--- src/rtl/mips16_md_pkg.sv ---
// Shared definitions for the mips16 multiply/divide unit: op encodings,
// datapath width, iteration count, FSM state type and a magnitude helper.
package mips16_md_pkg;

   localparam int MD_WIDTH = 16;
   localparam int MD_ITER  = 16;

   localparam logic [1:0] MD_MULT  = 2'b00;
   localparam logic [1:0] MD_MULTU = 2'b01;
   localparam logic [1:0] MD_DIV   = 2'b10;
   localparam logic [1:0] MD_DIVU  = 2'b11;

   typedef enum logic [1:0] {
      MD_IDLE,
      MD_RUN,
      MD_DONE
   } mdState_t;

   // Two's-complement magnitude; 16'h8000 maps to itself and is then
   // treated as an unsigned 32768 by the datapath.
   function automatic logic [MD_WIDTH-1:0] mdMagnitude(input logic [MD_WIDTH-1:0] value);
      return value[MD_WIDTH-1] ? ('0 - value) : value;
   endfunction

endpackage

--- src/rtl/mips16_md_step.sv ---
// One iteration of the multiply/divide datapath.
// Multiply: conditional add of the multiplicand, then a right shift of the
// {acc,q} product pair. Divide: left shift of {rem,quot}, trial subtract,
// quotient bit set when the subtract does not borrow.
module mips16_md_step #(
   parameter int W = 16
) (
   input  logic         i_isDiv,
   input  logic [W-1:0] i_acc,
   input  logic [W-1:0] i_q,
   input  logic [W-1:0] i_m,
   output logic [W-1:0] o_acc,
   output logic [W-1:0] o_q
);

   logic [W:0]   w_sum;
   logic [W:0]   w_shift;
   logic [W-1:0] w_diff;
   logic         w_fits;

   // Both iteration flavours are computed; the mode picks which one advances.
   // When the trial subtract fits, the true difference is below the divisor,
   // so the low W bits of the subtraction are exact.
   always_comb begin
      w_sum   = {1'b0, i_acc} + (i_q[0] ? {1'b0, i_m} : '0);
      w_shift = {i_acc, i_q[W-1]};
      w_fits  = (w_shift >= {1'b0, i_m});
      w_diff  = w_shift[W-1:0] - i_m;
      if (i_isDiv) begin
         if (w_fits) begin
            o_acc = w_diff;
            o_q   = {i_q[W-2:0], 1'b1};
         end else begin
            o_acc = w_shift[W-1:0];
            o_q   = {i_q[W-2:0], 1'b0};
         end
      end else begin
         o_acc = w_sum[W:1];
         o_q   = {w_sum[0], i_q[W-1:1]};
      end
   end

endmodule

--- src/rtl/mips16_mult_div.sv ---
// Iterative 16-bit multiply/divide unit owning HI/LO for the mips16_sc core.
// Define MIPS16_MD_SIGNED_EN to enable signed mult/div (ops 00/10); without
// it those ops run unsigned, identical to multu/divu.
module mips16_mult_div
   import mips16_md_pkg::*;
#(
   parameter int WIDTH = MD_WIDTH
) (
   input  logic             clock,
   input  logic             reset_n,
   input  logic             start,
   input  logic [1:0]       op,
   input  logic [WIDTH-1:0] a,
   input  logic [WIDTH-1:0] b,
   input  logic             hi_lo_sl,
   output logic [WIDTH-1:0] out,
   output logic [WIDTH-1:0] hi,
   output logic [WIDTH-1:0] lo,
   output logic             busy,
   output logic             ready,
   output logic             stall,
   output logic             div_zero
);

   localparam int CNT_W = $clog2(MD_ITER);

   mdState_t         r_state;
   logic [CNT_W-1:0] r_cnt;
   logic             r_isDiv;
   logic             r_divZero;
   logic [WIDTH-1:0] r_aRaw;
   logic [WIDTH-1:0] r_acc;
   logic [WIDTH-1:0] r_q;
   logic [WIDTH-1:0] r_m;
   logic [WIDTH-1:0] r_hi;
   logic [WIDTH-1:0] r_lo;
   logic             r_busy;
   logic             r_ready;
   logic             r_dzOut;
`ifdef MIPS16_MD_SIGNED_EN
   logic             r_negQ;
   logic             r_negR;
   logic             w_isSigned;
`endif

   logic             w_isDiv;
   logic [WIDTH-1:0] w_aMag;
   logic [WIDTH-1:0] w_bMag;
   logic [WIDTH-1:0] w_accNext;
   logic [WIDTH-1:0] w_qNext;
   logic [2*WIDTH-1:0] w_prod;
   logic [WIDTH-1:0] w_quot;
   logic [WIDTH-1:0] w_rem;
   logic [WIDTH-1:0] w_hiNext;
   logic [WIDTH-1:0] w_loNext;

   mips16_md_step #(.W(WIDTH)) u_step (
      .i_isDiv (r_isDiv),
      .i_acc   (r_acc),
      .i_q     (r_q),
      .i_m     (r_m),
      .o_acc   (w_accNext),
      .o_q     (w_qNext)
   );

   // Operand conditioning at issue: the datapath always works on magnitudes.
   always_comb begin
      w_isDiv = (op == MD_DIV) || (op == MD_DIVU);
`ifdef MIPS16_MD_SIGNED_EN
      w_isSigned = (op == MD_MULT) || (op == MD_DIV);
      w_aMag     = w_isSigned ? mdMagnitude(a) : a;
      w_bMag     = w_isSigned ? mdMagnitude(b) : b;
`else
      w_aMag     = a;
      w_bMag     = b;
`endif
   end

   // Final result selection: sign fix of the raw magnitudes, then the
   // divide-by-zero override (LO all ones, HI the original dividend).
   always_comb begin
      w_prod = {r_acc, r_q};
      w_quot = r_q;
      w_rem  = r_acc;
`ifdef MIPS16_MD_SIGNED_EN
      if (r_negQ) begin
         w_prod = '0 - {r_acc, r_q};
         w_quot = '0 - r_q;
      end
      if (r_negR) begin
         w_rem = '0 - r_acc;
      end
`endif
      if (!r_isDiv) begin
         w_hiNext = w_prod[2*WIDTH-1:WIDTH];
         w_loNext = w_prod[WIDTH-1:0];
      end else if (r_divZero) begin
         w_hiNext = r_aRaw;
         w_loNext = '1;
      end else begin
         w_hiNext = w_rem;
         w_loNext = w_quot;
      end
   end

   // Sequencer: IDLE accepts a new op (never in the ready cycle), RUN does
   // one iteration per clock, DONE commits HI/LO and pulses ready.
   always_ff @(posedge clock or negedge reset_n) begin
      if (!reset_n) begin
         r_state   <= MD_IDLE;
         r_cnt     <= '0;
         r_isDiv   <= 1'b0;
         r_divZero <= 1'b0;
         r_aRaw    <= '0;
         r_acc     <= '0;
         r_q       <= '0;
         r_m       <= '0;
         r_hi      <= '0;
         r_lo      <= '0;
         r_busy    <= 1'b0;
         r_ready   <= 1'b0;
         r_dzOut   <= 1'b0;
`ifdef MIPS16_MD_SIGNED_EN
         r_negQ    <= 1'b0;
         r_negR    <= 1'b0;
`endif
      end else begin
         r_ready <= 1'b0;
         r_dzOut <= 1'b0;
         case (r_state)
            MD_IDLE: begin
               if (start && !r_ready) begin
                  r_isDiv   <= w_isDiv;
                  r_divZero <= w_isDiv && (b == '0);
                  r_aRaw    <= a;
                  r_acc     <= '0;
                  r_q       <= w_aMag;
                  r_m       <= w_bMag;
                  r_cnt     <= CNT_W'(MD_ITER - 1);
                  r_busy    <= 1'b1;
`ifdef MIPS16_MD_SIGNED_EN
                  r_negQ    <= w_isSigned && (a[WIDTH-1] ^ b[WIDTH-1]);
                  r_negR    <= w_isSigned && w_isDiv && a[WIDTH-1];
`endif
                  r_state   <= MD_RUN;
               end
            end
            MD_RUN: begin
               r_acc <= w_accNext;
               r_q   <= w_qNext;
               r_cnt <= r_cnt - CNT_W'(1);
               if (r_cnt == '0) begin
                  r_state <= MD_DONE;
               end
            end
            MD_DONE: begin
               r_hi    <= w_hiNext;
               r_lo    <= w_loNext;
               r_ready <= 1'b1;
               r_dzOut <= r_divZero;
               r_busy  <= 1'b0;
               r_state <= MD_IDLE;
            end
            default: begin
               r_state <= MD_IDLE;
            end
         endcase
      end
   end

   assign hi       = r_hi;
   assign lo       = r_lo;
   assign busy     = r_busy;
   assign ready    = r_ready;
   assign div_zero = r_dzOut;
   assign out      = hi_lo_sl ? r_hi : r_lo;
   assign stall    = r_busy | (start & ~r_ready);

endmodule

--- config.mk ---
export PLATFORM = sky130hd
export DESIGN_NAME = mips16_mult_div
export DESIGN_NICKNAME = d
export VERILOG_FILES = /design/src/rtl/mips16_md_pkg.sv /design/src/rtl/mips16_md_step.sv /design/src/rtl/mips16_mult_div.sv
export SDC_FILE = /design/constraint.sdc
export NUM_CORES = 1
export LEC_CHECK = 0
export CAP_MARGIN = 30
export CORE_MARGIN = 2
export CORE_UTILIZATION = 36
export CTS_CLUSTER_SIZE = 16
export DETAILED_ROUTE_END_ITERATION = 12
export SLEW_MARGIN = 20
export SYNTH_ARGS = -nofsm -noshare
export SYNTH_HDL_FRONTEND = slang
export SYNTH_SLANG_ARGS = --single-unit
--- constraint.sdc ---
create_clock -name clock -period 7.3 [get_ports clock]
set_input_delay 1.095 -clock clock [delete_from_list [all_inputs] [get_ports clock]]
set_output_delay 1.095 -clock clock [all_outputs]
set_load 0.005 [all_outputs]
=== After elaboration in Yosys (flattened, before gate mapping) ===
Cells that the tools add are included.

* Output and inout bits: 52
* Input bits: 38
* Register bits after elaboration: 107
* Word-level logic and storage cells: 62

* Magnitude comparators: 1
* Muxes and demuxes: 23
* Reduce and logical (&&, ||, !) cells: 13
* $add $sub $neg: 3
* Bitwise logic cells: 3
* Equal/unequal tests: 6

{| class="wikitable"
|+ Operators by type and width
! kind !! count
|-
| $mux 16 || 11
|-
| $pmux 16 s2 || 2
|-
| $add 16x17->17 || 1
|-
| $ge 17x16->1 || 1
|-
| $logic_not 16->1 || 1
|-
| $sub 16x16->16 || 1
|-
| $pmux 4 s2 || 1
|-
| $reduce_and 2->1 || 4
|-
| $eq 2x2->1 const B || 3
|-
| $logic_not 4->1 || 1
|-
| $mux 1 || 4
|-
| $mux 2 || 2
|-
| $mux 4 || 1
|-
| $ne 2x2->1 const B || 2
|-
| $pmux 2 s2 || 1
|-
| $reduce_bool 2->1 || 2
|-
| $sub 4x1->4 const B || 1
|-
| $eq 2x1->1 const B || 1
|-
| $logic_and 1x1->1 || 2
|-
| $logic_not 2->1 || 1
|-
| $pmux 1 s2 || 1
|-
| $and 1x1->1 || 1
|-
| $logic_not 1->1 || 1
|-
| $logic_or 1x1->1 || 1
|-
| 2 further kinds || 2
|}

=== Depth between registers and ports, before layout ===
Gate-level depths: netlist of the first run.

* Depth in word-level cells: 4
* Depth in mapped cells: 12
* Mapped depth without buffers: 12

=== Cells and area by module ===
From an unflattened synthesis of the first run, not the netlist that was laid out.

* Cells, all modules: 719
* Area, all modules: 6610.1 µm²

{| class="wikitable"
|+ By module, submodules not included
! module !! cells an instance !! area an instance (µm²) !! times used !! seq. area each (µm²)
|-
| mips16_mult_div || 422 || 4448.0 || 1 || 2677.6
|-
| mips16_md_step || 297 || 2162.1 || 1 || 0.0
|}

=== Least setup slack after synthesis of the first run ===
Ideal clock, no wire load.

* Kind: input -> output
* Start: in hi_lo_sl
* End: out out[10]
* Stages: 3
* Data arrival time: 2.073 ns
* Slack: 4.132 ns
* Path through: clkbuf_1 -> clkbuf_1 -> mux2_2

* Word-level cells in the longest chain between the ends: 1

{| class="wikitable"
|+ Ends and longest elaborated chain
! what !! RTL line !! text
|-
| start: declaration || mips16_mult_div.sv:15 || <nowiki>input logic hi_lo_sl,</nowiki>
|-
| $mux 16 || mips16_mult_div.sv:176 || <nowiki>assign out = hi_lo_sl ? r_hi : r_lo;</nowiki>
|-
| end: declaration || mips16_mult_div.sv:16 || <nowiki>output logic [WIDTH-1:0] out,</nowiki>
|}

No other way between the ends.

=== Worst setup path in the final report of the first run ===
* Start: in hi_lo_sl
* End: out out[0]

The elaborated chain is that of the path after synthesis.

==> out/qor.txt, run 1 <==
Outcome - complete, no violations
Netlist cell types - 57
Clk buf depth - 2
VDD IR max - 0.179 mV
Yosys warns - 0
Critical Path Fanout Max - 16
Asr flop ratio synth - 100%
Worst-path cell chain - clkdlybuf4s50_1, mux2_2, clkdlybuf4s50_1
Required @ worst endpoint - 6200 ps
Vias in the first global route - 5182
Setup crit start - hi_lo_sl
CTS tree - built
Cts hold-fix bufs - 0
Core area - 17200 um^2
# port buffers - 88
RD Place Congestion - 0.917
Post-synth top area share - 42.5%
First-pass GRT wire length - 28.0 mm
Synthesized area per cell - 9.46 um^2
Util after Layout - 45.0%
Crit share post-route - 56.4%
I/O pin count - 90
Final Hold Vio Count - 0
Most common cell after layout, fill and taps aside - nand2_1
Post-route DRC - 0
Post-layout nets - 817
Routed via count - 5240
Total congestion overflow - 0
Maxcap violations - 0
Slew headroom - 38.2%
Worst slew pin tran - 928 ps
Min cycle time layout - 4110 ps
Post-synthesis cell count - 665
Share of layout cells above drive strength 1 - 7.08%
Total wire length - 17.2 mm
CP Capture Type - output pin
CTS root buf - clkbuf_16
Seq cells post-synth - 107
Layout filler cell count - 1710
CP most frequent cell - clkdlybuf4s50_1
Row count - 48
Final Slew Violations - 0
Routed vias/inst - 5.38
Beginning of the worst register-to-register path - r_q[0]
Post-route setup slack - 3190 ps
Yosys top cell by area - dfrtp_1
Hold Path Origin - r_aRaw[11]
CP Data Arrival Time - 3020 ps
Clock latency on the worst-skew pair - 360 ps
Clock sinks - 107
Leakage - 3.55 nW
DR iter-0 viols - 353
First-pass detailed-route iteration total - 5
Top cells by area, synth - dfrtp_1 43%, mux2i_1 7.5%, nand2_1 6.6%, ha_1 6.6%, mux2_2 3.0%
Setup TNS - 0 ps
Initial antenna violation count - 0
Critical Setup Path Class - in2out
Die area - 18600 um^2
Largest stage delay, worst path - 1040 ps
Buf+Inv Stages, Crit Path - 2
Nature of the critical path startpoint - primary input
Hold Crit Class - reg2reg
Largest net degree at the start of global routing - 74
Post-CTS sizing - 0
Register Area - 2680 um^2
Die height - 136 um
Chip width - 136 um
Pre-CTS setup slack - 3170 ps
Number of synthesized flops with an enable pin - 0
Initial core utilization - 36.6%
H-tree depth - 3
Total CTS buffers - 9
Mapped Area - 6290 um^2
Critical path's top delay family - buffers and inverters
Synthesized net count - 738
Seq/Total Area, Yosys - 42.5%
DP HPWL - 12.8 mm
FMAX - 0.243 GHz
Setup Buffers After CTS - 0
Area taken by multi-input logic gates - 3380 um^2
Hold WS - 479 ps
DR WL/cell - 17.7 um
Final ANT Viol Nets - 0
Finish-stage setup viols - 0
CP max-delay cell - clkdlybuf4s50_1
Clk_skew - 12.5 ps
Top_reg_cell synth - dfrtp_1
Aggregate global-route resource usage - 19.4%
PwrDens - 478 nW/um^2
Layout overhead on the synthesized area - 22.9%
N_diodes - 0
RSZ-0062 raised after global routing - no
Clk pin slew, worst setup/hold paths - 70 ps
Most frequent cells in the layout - 111 x nand2_1, 107 x dfrtp_1, 87 x clkdlybuf4s50_1, 47 x mux2i_1, 36 x a21oi_1
## per-stage QoR
step,total power [mW],area (um^2),cells
3_3_place_gp,3.11,7380,954
2_1_floorplan,2.52,6290,665
3_5_place_dp,3.20,7400,956
4_1_cts,3.71,7700,972
6_report,3.70,7740,974
5_1_grt,4.00,7740,974
## synthesized netlist by cell type, types with 2 or more instances
library cell and number:
and2_1 16, a21oi_1 36, o221ai_1 3, and3_2 2
xnor2_1 16, or3_1 4, a31oi_1 2, a211oi_1 5
mux2_2 17, fa_1 2, nor2_1 34, nand4_1 3
ha_1 33, o21ai_0 35, or2_2 2, nor3_1 9
inv_1 28, buf_1 2, o21bai_1 3, xor2_1 9
a22oi_1 13, nor4_1 6, o22a_1 16, dfrtp_1 107
nor2b_1 5, o211ai_1 18, o21a_1 3, o21ai_1 12
a21o_1 10, clkbuf_1 25, mux2i_1 47, nor3b_1 2
nand2b_1 6, nand2_1 111
## worst reg2reg max path: stages, from the launching register on
cell and delay [ps]:
dfrtp_1 720, and2_1 230, ha_1 200, inv_1 70, fa_1 420, nor2b_1 170, o31ai_1 140, a221oi_1 430
o211ai_1 200, o21ai_0 300, xor2_1 110, a22oi_1 160, o21ai_1 80
## worst paths after layout
check | to | slack (ps) | cells after the start
setup / recovery | out[0] | 3190 | 3
hold / removal | r_aRaw[11] | 480 | 2
setup reg to reg | r_acc[13] | 3940 | 12
hold reg to reg | r_aRaw[11] | 480 | 2
max in group asynchronous | r_m[13] | 5640 | 3
min in group asynchronous | r_aRaw[3] | 680 | 1
## metal layers
layer	share of wire [%]	global-route usage, %	vias up
met3	3.7	2.83	19
met1	45	26.1	2571
li1	-	-	2524
met5	0	0	-
met2	50	32.9	126
met4	1.4	4.75	0
## state kept, by name, indices dropped and copies added, names as in the netlist
register / flops
hi: 16
busy: 1
r_q: 16
div_zero: 1
r_divZero: 1
r_state: 2
r_isDiv: 1
r_cnt: 4
lo: 16
r_acc: 16
r_m: 16
r_aRaw: 16
ready: 1
## where the power goes
| group | internal (mW) | total, mW | switching (mW) |
|---|---|---|---|
| Combinational | 1.03 | 2.09 | 1.06 |
| Clock | 0.245 | 0.496 | 0.251 |
| Sequential | 0.855 | 1.11 | 0.258 |
| Total | 2.13 | 3.70 | 1.57 |
## cell families (layout without fill, tap and decap cells)
family / count (synthesis) / after routing / synth area share, %
simple gates: 203 / 203 / 14.3
compound gates: 171 / 171 / 17.9
flops: 107 / 107 / 42.5
mux: 64 / 64 / 10.5
buf+inv: 60 / 144 / 4.00
fa+ha+maj: 35 / 35 / 7.20
xor+xnor: 25 / 25 / 3.48
## layout make-up
type | instances | share of cell area [%]
inverter | 29 | 1.41
tap | 225 | 3.64
clock buffer | 9 | 2.91
sequential | 107 | 34.6
timing repair buffer | 99 | 12.8
multi-input combinational | 498 | 43.7
clock inverter | 7 | 1.00
(Power assumes the default switching activity.)
==> run 2, diff against run 1 <==
==> constraint.sdc (replaced) <==
create_clock -name clock -period 3.9 [get_ports clock]
set_input_delay 0.585 -clock clock [delete_from_list [all_inputs] [get_ports clock]]
set_output_delay 0.585 -clock clock [all_outputs]
set_load 0.005 [all_outputs]
==> run 2 against run 1 <==
Compared with the run above:
- non-clock buffer count is 4 higher
- setup slack worse by 2700 ps
- via count is 1.1% higher
- final cell count is 0.41% higher
- clock skew hardly changed
- core utilization is 0.17 points higher
- largest power group unchanged
- hold slack worse by 390 ps
- power is 88% higher
- combinational power is 87% higher
- design area is 0.37% higher
==> out/qor.txt, run 2 (synthesis results as in run 1) <==
Nature of the critical path startpoint - flop
Post-CTS sizing - 0
Die area - 18600 um^2
Chip width - 136 um
DP HPWL - 12.8 mm
Most common cell after layout, fill and taps aside - nand2_1
Vias in the first global route - 5222
Final Hold Vio Count - 0
Post-route cell area - 7770 um^2
Initial antenna violation count - 0
Die height - 136 um
Routed via count - 5300
Clock latency on the worst-skew pair - 370 ps
Routed vias/inst - 5.42
Final ANT Viol Nets - 0
Share of layout cells above drive strength 1 - 7.57%
Initial core utilization - 36.6%
Util after Layout - 45.2%
Area taken by multi-input logic gates - 3380 um^2
H-tree depth - 3
CTS tree - built
Slew headroom - 41.0%
Post-route DRC - 0
PwrDens - 896 nW/um^2
Most frequent cells in the layout - 111 x nand2_1, 107 x dfrtp_1, 87 x clkdlybuf4s50_1, 47 x mux2i_1, 36 x a21oi_1
First-pass detailed-route iteration total - 5
Min cycle time layout - 3380 ps
RD Place Congestion - 0.858
Final Slew Violations - 0
Post-route setup slack - 524 ps
# port buffers - 88
N_diodes - 0
Placed insts - 961
Row count - 48
Clk pin slew, worst setup/hold paths - 80 ps
Clk_skew - 13.0 ps
Largest net degree at the start of global routing - 72
DR iter-0 viols - 393
Finish-stage setup viols - 0
Clk buf depth - 2
Total congestion overflow - 0
I/O pin count - 90
Register Area - 2680 um^2
Layout overhead on the synthesized area - 23.4%
Post-layout nets - 821
Total CTS buffers - 9
VDD IR max - 0.324 mV
DR WL/cell - 17.6 um
Outcome - complete, no violations
Leakage - 3.57 nW
Placed Area - 7430 um^2
Required @ worst endpoint - 4120 ps
Critical Path Fanout Max - 19
CTS root buf - clkbuf_16
Worst slew pin tran - 885 ps
First-pass GRT wire length - 27.5 mm
Clock sinks - 107
Cell Count, Final, Fillers Out - 978
CP Capture Type - flop
Critical Setup Path Class - reg2reg
Crit share post-route - 86.6%
Pre-CTS setup slack - 583 ps
Maxcap violations - 0
CP Data Arrival Time - 3600 ps
Total wire length - 17.2 mm
Aggregate global-route resource usage - 19.2%
Flop2flop setup slack - 520 ps
Hold Crit Class - in2async
Setup TNS - 0 ps
RSZ-0062 raised after global routing - no
Setup Buffers After CTS - 0
Layout filler cell count - 1692
Cts hold-fix bufs - 0
Core area - 17200 um^2
FMAX - 0.296 GHz
-- run 2: layout make-up --
class	count	share of cell area, %
clock inverters	6	0.902
clock buffers	10	3.08
well taps	225	3.62
repair buffers	103	13.0
inverters	29	1.40
multi-input cells	498	43.5
flip-flops and latches	107	34.5
-- run 2: worst max-delay path, stage by stage, from the launching register on --
cell      delay (ps)
dfrtp_1          720
and2_1           220
ha_1             200
inv_1             70
fa_1             400
nor2b_1          170
o31ai_1          140
a221oi_1         440
o211ai_1         220
o21ai_0          290
xor2_1           110
a22oi_1          170
o21ai_1           90
-- run 2: worst paths after layout --
path,from,end,cells after the start
setup / recovery,r_q[0],r_acc[13],12
hold / removal,reset_n,hi[3],1
setup reg to reg,r_q[0],r_acc[13],12
hold reg to reg,r_aRaw[14],r_aRaw[14],2
max in group asynchronous,reset_n,r_m[6],3
min in group clock,r_aRaw[14],r_aRaw[14],2
-- run 2: per-layer routing --
metal | global-route usage (%) | share of wire [%] | vias up
met1 | 25.9 | 45 | 2620
met5 | 0 | 0 | -
li1 | - | - | 2533
met2 | 30.9 | 49 | 111
met3 | 3.39 | 3.6 | 36
met4 | 7.06 | 2.6 | 0
-- run 2: where the power goes --
group	total, mW	switching [mW]	leakage, nW	internal, mW
registers	2.11	0.508	1.34	1.60
logic	3.91	1.97	2.07	1.93
clock network	0.941	0.469	0.151	0.473
-- run 2: stage by stage --
| step | total power [mW] | hold WS [ps] |
|---|---|---|
| floorplan | 4.71 | 289 |
| global placement | 5.87 | 459 |
| detailed placement | 6.00 | 463 |
| CTS | 6.99 | 375 |
| global route | 7.48 | 102 |
| finish | 6.96 | 92.1 |
==> run 3, diff against run 2 <==
--- a/config.mk
+++ b/config.mk
@@ -10,6 +10,7 @@
 export CORE_UTILIZATION = 36
 export CTS_CLUSTER_SIZE = 16
 export DETAILED_ROUTE_END_ITERATION = 12
+export GPL_ROUTABILITY_DRIVEN = 1
 export SLEW_MARGIN = 20
 export SYNTH_ARGS = -nofsm -noshare
 export SYNTH_HDL_FRONTEND = slang
==> results of run 3 <==
The final DEF is identical to that of run 2; final timing and power are the same.
